$ cat src/rtl/rti_scheduler.sv
// JTAG USER-chain Run-Test/Idle cycle scheduler: a host-programmed counter of
// TCK cycles spent in Run-Test/Idle that strobes fire once or periodically.
module rti_scheduler #(
  parameter int DR_WIDTH    = 32,
  parameter int COUNT_WIDTH = 24
) (
  input  logic tck,
  input  logic test_logic_reset,
  input  logic tdi,
  output logic tdo,
  input  logic run_test_idle,
  input  logic ir_is_user,
  input  logic capture_dr,
  input  logic shift_dr,
  input  logic update_dr,
  output logic fire,
  output logic armed,
  output logic done
);

  localparam logic [1:0] ST_IDLE   = 2'b00;
  localparam logic [1:0] ST_ONCE   = 2'b01;
  localparam logic [1:0] ST_REPEAT = 2'b10;
  localparam logic [1:0] ST_DONE   = 2'b11;

  localparam logic [1:0] OP_NOP    = 2'b00;
  localparam logic [1:0] OP_ONCE   = 2'b01;
  localparam logic [1:0] OP_REPEAT = 2'b10;
  localparam logic [1:0] OP_DISARM = 2'b11;

  localparam logic [5:0] TOTAL_MAX = 6'd63;

  logic [DR_WIDTH-1:0]    sr_q, sr_d;
  logic [1:0]             state_q, state_d;
  logic [COUNT_WIDTH-1:0] target_q, target_d;
  logic [COUNT_WIDTH-1:0] elapsed_q, elapsed_d;
  logic [5:0]             fire_total_q, fire_total_d;
  logic                   fire_q, fire_d;

  logic [DR_WIDTH-1:0]    status_w;
  logic [1:0]             opcode_w;
  logic [COUNT_WIDTH-1:0] operand_w;
  logic [COUNT_WIDTH-1:0] elapsed_inc_w;
  logic                   cmd_valid_w;
  logic                   counting_w;

  assign armed = (state_q == ST_ONCE) || (state_q == ST_REPEAT);
  assign done  = (state_q == ST_DONE);
  assign fire  = fire_q;
  assign tdo   = sr_q[0];

  assign opcode_w      = sr_q[31:30];
  assign operand_w     = sr_q[COUNT_WIDTH-1:0];
  assign elapsed_inc_w = elapsed_q + COUNT_WIDTH'(1);
  assign cmd_valid_w   = ir_is_user && update_dr;
  assign counting_w    = armed && run_test_idle;

  always_comb begin
    status_w                   = '0;
    status_w[COUNT_WIDTH-1:0]  = elapsed_q;
    status_w[29:24]            = fire_total_q;
    status_w[31:30]            = state_q;
  end

  // NOTE: every next-state signal takes its default first, so no path leaves one unassigned (no latches).
  always_comb begin
    sr_d         = sr_q;
    state_d      = state_q;
    target_d     = target_q;
    elapsed_d    = elapsed_q;
    fire_total_d = fire_total_q;
    fire_d       = 1'b0;

    if (ir_is_user && capture_dr) begin
      sr_d = status_w;
    end else if (ir_is_user && shift_dr) begin
      sr_d = {tdi, sr_q[DR_WIDTH-1:1]};
    end

    // An update command takes priority; a coinciding count step is dropped.
    if (cmd_valid_w) begin
      case (opcode_w)
        OP_ONCE, OP_REPEAT: begin
          target_d  = (operand_w == '0) ? COUNT_WIDTH'(1) : operand_w;
          elapsed_d = '0;
          state_d   = (opcode_w == OP_ONCE) ? ST_ONCE : ST_REPEAT;
        end
        OP_DISARM: begin
          state_d      = ST_IDLE;
          elapsed_d    = '0;
          fire_total_d = '0;
        end
        OP_NOP:  ;
        default: ;
      endcase
    end else if (counting_w) begin
      if (elapsed_inc_w == target_q) begin
        fire_d       = 1'b1;
        fire_total_d = (fire_total_q == TOTAL_MAX) ? TOTAL_MAX : fire_total_q + 6'd1;
        if (state_q == ST_ONCE) begin
          state_d   = ST_DONE;
          elapsed_d = elapsed_inc_w;
        end else begin
          elapsed_d = '0;
        end
      end else begin
        elapsed_d = elapsed_inc_w;
      end
    end
  end

  // NOTE: sequential state uses non-blocking assignments only.
  always_ff @(posedge tck or posedge test_logic_reset) begin
    if (test_logic_reset) begin
      sr_q         <= '0;
      state_q      <= ST_IDLE;
      target_q     <= '0;
      elapsed_q    <= '0;
      fire_total_q <= '0;
      fire_q       <= 1'b0;
    end else begin
      sr_q         <= sr_d;
      state_q      <= state_d;
      target_q     <= target_d;
      elapsed_q    <= elapsed_d;
      fire_total_q <= fire_total_d;
      fire_q       <= fire_d;
    end
  end

endmodule

$ cat config.mk
export PLATFORM = sky130hd
export DESIGN_NAME = rti_scheduler
export DESIGN_NICKNAME = d
export VERILOG_FILES = /design/src/rtl/rti_scheduler.sv
export SDC_FILE = /design/constraint.sdc
export NUM_CORES = 1
export LEC_CHECK = 0
export CORE_ASPECT_RATIO = 0.8
export CORE_MARGIN = 4
export CORE_UTILIZATION = 62
export CTS_BUF_LIST = sky130_fd_sc_hd__clkbuf_16
export DETAILED_ROUTE_END_ITERATION = 8
export PLACE_DENSITY = 0.9
export SETUP_SLACK_MARGIN = 0.1
export SLEW_MARGIN = 15
export SYNTH_ARGS = -nofsm -noshare
export SYNTH_HDL_FRONTEND = slang
export SYNTH_SLANG_ARGS = --single-unit
$ cat constraint.sdc
create_clock -name tck -period 3.4 [get_ports tck]
set_input_delay 0.34 -clock tck [delete_from_list [all_inputs] [get_ports tck]]
set_output_delay 0.34 -clock tck [all_outputs]
set_load 0.05 [all_outputs]
== After elaboration in Yosys (flattened, before gate mapping) ==
Cells that the tools add are included.
Storage, ports and cells
  register bits after elaboration: 89
  bits in latches: 0
  memory bits (writable): 0
  memory bits (read-only): 0
  input port bits: 8
  output and inout port bits: 4
  word-level logic and storage cells: 57
  memories kept: 0
Operators by class
  $add $sub $neg: 2
  $mul: 0
  divide/modulo/power cells: 0
  order comparisons: 0
  equal/unequal tests: 11
  shift-type cells: 0
  mux-type cells: 22
  bitwise logic cells: 0
  reduce and logical (&&, ||, !) cells: 16
Operator list (count)
  $mux 24: 6
  $mux 32: 2
  $mux 6: 5
  $add 24x1->24 const B: 1
  $eq 24x24->1: 1
  $logic_not 24->1: 1
  $mux 2: 5
  $eq 2x2->1 const B: 4
  $reduce_bool 2->1: 4
  $add 6x1->6 const B: 1
  $eq 6x6->1 const B: 1
  $eq 2x1->1 const B: 2
  $logic_and 1x1->1: 4
  $pmux 2 s2: 1
  $reduce_and 2->1: 2
  $reduce_and 4->1: 1
  $mux 1: 3
  $ne 3x1->1 const B: 1
  $reduce_and 3->1: 1
  $reduce_or 3->1: 1
  $ne 2x1->1 const B: 1
  $ne 2x2->1 const B: 1
  $reduce_or 2->1: 1
  $logic_or 1x1->1: 1

== Depth between registers and ports, before layout ==
Gate-level depths: netlist of the first run.
  word-level depth: 5
  gate-level depth with buffers: 12
  depth with buffers taken out: 10

== Worst setup path before layout of the first run ==
Ideal clock, no wire load.
  path type: register -> register
  from: register elapsed_q[0]
  to: register elapsed_q[0]
  arrival time: 2922 ps
  data required time: 3275 ps
  setup slack: 353 ps
  stages on the path, launching flop included: 12
  clock period less this slack: 3047 ps
  cell sequence: dfrtp_1 > ha_1 > nand3_1 > clkbuf_1 > nor4_1 > xnor2_1 > nor4b_1 > o2111ai_1 > or3_1 > o21a_1 > buf_2 > mux2_2
On the way
  word-level cells in the longest chain between the ends: 5
RTL lines
  start, declared: RTL line 36  | logic [COUNT_WIDTH-1:0] elapsed_q, elapsed_d;
  start signal, assigned: RTL line 125  | elapsed_q <= elapsed_d;
  $add 24x1->24 (*): RTL line 54  | assign elapsed_inc_w = elapsed_q + COUNT_WIDTH'(1);
  $eq 24x24->1 / $mux 24 (equally long branches): RTL line 97, 100
  $mux 24 (*): RTL line 97  | if (elapsed_inc_w == target_q) begin
  $mux 24 (*): RTL line 96  | end else if (counting_w) begin
  $mux 24 (*): RTL line 81  | if (cmd_valid_w) begin
Mark *: on every way between the ends. The rest lies on a longest branch, timed or not. The select of a mux whose other input is x is not followed.
A chain may end at the register's enable or synchronous reset.

== Final worst setup path of the first run ==
  from: register elapsed_q[1]
  to: register elapsed_q[3]
Same word-level chain as after synthesis.

==> impl_metrics.py, run 1 <==
metrics = {
    "outcome": {
        "outcome": "finished clean",
    },
    "cts": {
        "ctsHoldBuffers": 0,
        "cts_tree": "built",
        "cts_buffer_depth": 2,
        "clk_pin_slew_ns": 0.06,
        "cts_buffers": 9,
        "htreeDepth": 3,
        "cts-root-buf": "clkbuf_16",
        "clk-insertion-delay-late_ns": 0.34,
        "clkSinkCount": 89,
    },
    "critical_path": {
        "crit_type": "reg -> reg",
        "r2r_start": "elapsed_q[1]",
        "r2r_cells": 12,
        "r2r-end": "elapsed_q[3]",
        "critPathMaxFanout": 14,
        "r2r_slack_ns": 0.25,
        "end_kind": "flop",
        "worstPathArrival_ns": 3.38,
        "worst_ep_required_time_ns": 3.62,
        "start_kind": "flop",
    },
    "yosys": {
        "async_reset_ff_share_pct": 100.0,
        "synth_top_area_share_pct": 44.02,
        "yosysMostFrequentCell": "dfrtp_1",
        "synthTopCellsByCount": "89 x dfrtp_1, 66 x nand2_1, 41 x o21ai_0, 35 x mux2i_1, 32 x nor2_1",
        "syn_avg_cell_area_sq_um": 9.619,
        "yosysWarnings": 0,
        "synth_edf_count": 0,
        "seq_area_frac_synth_pct": 44.02,
        "synth.area.top_cells": "dfrtp_1 44%, mux2i_1 6.9%, mux2_2 5.3%",
        "synthCells": 526,
        "netlist_area_sq_um": 5060,
        "synth_fp_nets": 541,
        "synth_top_area_cell": "dfrtp_1",
        "ys.flop_type": "dfrtp_1",
        "ys_ff_latch": 89,
        "yosys.cell_types.count": 61,
    },
    "global_routing": {
        "grt_use_total_pct": 26.92,
        "grt.met2_usage_pct": 41.03,
        "grt_pass1_wl_mm": 19.98,
        "grt_pass1_vias": 3974,
        "met1_usage_pct": 37.49,
        "use_met3_pct": 6.710,
        "grt_max_degree": 61,
        "grt_overflow": 0,
        "antenna_found_initial": 0,
        "busiest_layer": "met2",
    },
    "drt": {
        "wirelength_mm": 12.40,
        "ant_nets": 0,
        "dr.pass1.iters": 5,
        "first_iter_violations": 407,
        "post_drt_wl_per_cell_microns": 18.88,
        "drc": 0,
        "viasPerCell": 6.408,
        "num_vias": 4210,
    },
    "hold_path": {
        "min_path_type": "in -> async",
    },
    "floorplan": {
        "rows": 29,
        "die-area_sq_um": 9679,
        "core_sq_um": 7946,
        "die_w_microns": 109,
        "die-height_microns": 88.80,
        "ios": 12,
        "start_util_pct": 63.68,
    },
    "sta": {
        "skew_ns": 0.005327,
        "hold_viol": 0,
        "max_freq_mhz": 317.0,
        "worst_slew_pin_slew_ns": 0.8345,
        "setup_tns_ns": 0,
        "slew_viol_final": 0,
        "slew_headroom_pct": 43.86,
        "fin_crit_ns": 3.155,
        "finalCritPeriodShare_pct": 92.79,
        "finalSetupViolCount": 0,
        "rsz0062_at_grt": "no",
    },
    "layout": {
        "antenna_cells": 0,
        "nNetsFinal": 559,
        "drive_above_1_share_pct": 18.03,
        "syn_to_final_growth_pct": 14.24,
        "fin_area_sq_um": 5781,
        "fin_util_pct": 72.74,
    },
    "power": {
        "internal_power_uw": 2142,
        "peakVddDrop_mv": 0.3943,
        "p_sw_uw": 1131,
        "combPwrFrac_pct": 29.0,
        "swShare_pct": 34.56,
        "power.density_nw_per_um2": 566.3,
        "p_leak_uw": 0.002654,
        "power_frac_clock_pct": 30.1,
        "seqPwrFrac_pct": 41.0,
    },
    "job": {
        "cap_violations": 0,
    },
    "placed_design": {
        "globalplace.congestion": 0.9574,
        "portBuffers": 11,
        "place_area_sq_um": 5350,
        "place_hpwl_mm": 8.230,
    },
}
==> layer usage <==
layer  routed length, microns  share of wire (%)
met5                        0                  0
met4                      293                2.4
met3                      941                7.6
met2                     5749                 46
met1                     5419                 44
==> power by group through the flow <==
stage	Clock, uW	Sequential [uW]	Combinational (uW)
floorplan	0	1310	626
global placement	0	1330	829
detailed placement	0	1350	865
CTS	999	1330	889
global route	1040	1350	1020
finish	984	1340	948
==> final cells by class <==
class / count / area (sq um)
Clock buffer: 9 / 225.2
Clock inverter: 7 / 71.32
Fill cell: 523 / 2166
Inverter: 11 / 42.54
Multi-Input combinational cell: 392 / 2711
Sequential cell: 89 / 2240
Tap cell: 108 / 135.1
Timing Repair Buffer: 41 / 355.3
==> critical path, cell delays in order (launching register included) <==
cell and delay (ns):
dfrtp_2 0.44, ha_2 0.26, nand3_2 0.16, buf_4 0.23
nor2_1 0.29, nand4_1 0.16, a22oi_1 0.22, o2111ai_1 0.19
or3_1 0.40, o21a_4 0.27, buf_4 0.18, a21oi_1 0.14
o21ai_0 0.09
==> flip-flops by register name, summed over array words and instances (netlist names) <==
register	flops
sr_q	32
state_q	2
fire_total_q	6
fire	1
elapsed_q	24
target_q	24
==> stage by stage <==
stage | total power (uW) | hold slack [ns] | worst slack, ns | std cells
final | 3274 | 0.4084 | 0.2452 | 657
after global routing | 3407 | 0.4790 | 0.04636 | 657
after CTS | 3217 | 0.4369 | 0.1184 | 650
after detailed placement | 2211 | 0.4722 | 0.02903 | 634
after global placement | 2160 | 0.4652 | 0.1736 | 634
after floorplan | 1937 | 0.4496 | 0.3531 | 526
==> placed cells by master, fill, tap and decap left out, types with 12 or more instances in the layout <==
cell type  synthesis  final
xor2_1            16     16
nand3_1           19     18
nor4_1            12     12
mux2_2            24     24
buf_4              3     27
o21ai_0           41     41
mux2i_1           35     35
xnor2_1           15     15
nand2_1           66     65
a21oi_1           20     20
nor2_1            32     31
dfrtp_1           89     79
==> what timing repair did <==
| action | 4_1_cts | 5_1_grt |
|---|---|---|
| endpoints found under the setup margin | 21 | 31 |
| cloned | 0 | 0 |
| gates resized for setup | 4 | 20 |
| pin swaps | 1 | 3 |
| buffers inserted | 0 | 7 |
==> cells by family after synthesis <==
family / synth area share [%]
AOI/OAI and AO/OA: 11.50
xor gates and xnor gates: 5.836
adders and majority gates: 1.731
buffers and inverters: 3.882
DFF: 44.02
muxes: 12.27
and+or+nand+nor: 20.77
==> worst max-delay path by stage <==
stage                 startpoint         endpoint  slack [ns]  depth (start not counted)
floorplan           elapsed_q[0]     elapsed_q[0]        0.35                         11
global placement    elapsed_q[1]    elapsed_q[17]        0.17                         10
detailed placement  elapsed_q[1]    elapsed_q[21]        0.03                         11
CTS                 elapsed_q[3]  fire_total_q[3]        0.12                         11
global route        elapsed_q[1]  fire_total_q[3]        0.05                         11
finish              elapsed_q[1]     elapsed_q[3]        0.25                         12
No activity file was read; power rests on OpenSTA's default activity.
==> run 2, diff against run 1 <==
--- a/config.mk
+++ b/config.mk
@@ -5,6 +5,7 @@
 export SDC_FILE = /design/constraint.sdc
 export NUM_CORES = 1
 export LEC_CHECK = 0
+export ABC_CLOCK_PERIOD_IN_PS = 3400
 export CORE_ASPECT_RATIO = 0.8
 export CORE_MARGIN = 4
 export CORE_UTILIZATION = 62
==> results of run 2 <==
Same layout as run 1: the final DEF is identical, and so are final timing and power.
==> run 3, diff against run 2 <==
--- a/config.mk
+++ b/config.mk
@@ -11,6 +11,7 @@
 export CORE_UTILIZATION = 62
 export CTS_BUF_LIST = sky130_fd_sc_hd__clkbuf_16
 export DETAILED_ROUTE_END_ITERATION = 8
+export GPL_ROUTABILITY_DRIVEN = 0
 export PLACE_DENSITY = 0.9
 export SETUP_SLACK_MARGIN = 0.1
 export SLEW_MARGIN = 15
==> results of run 3 <==
Same layout as run 1: the final DEF is identical, and so are final timing and power.
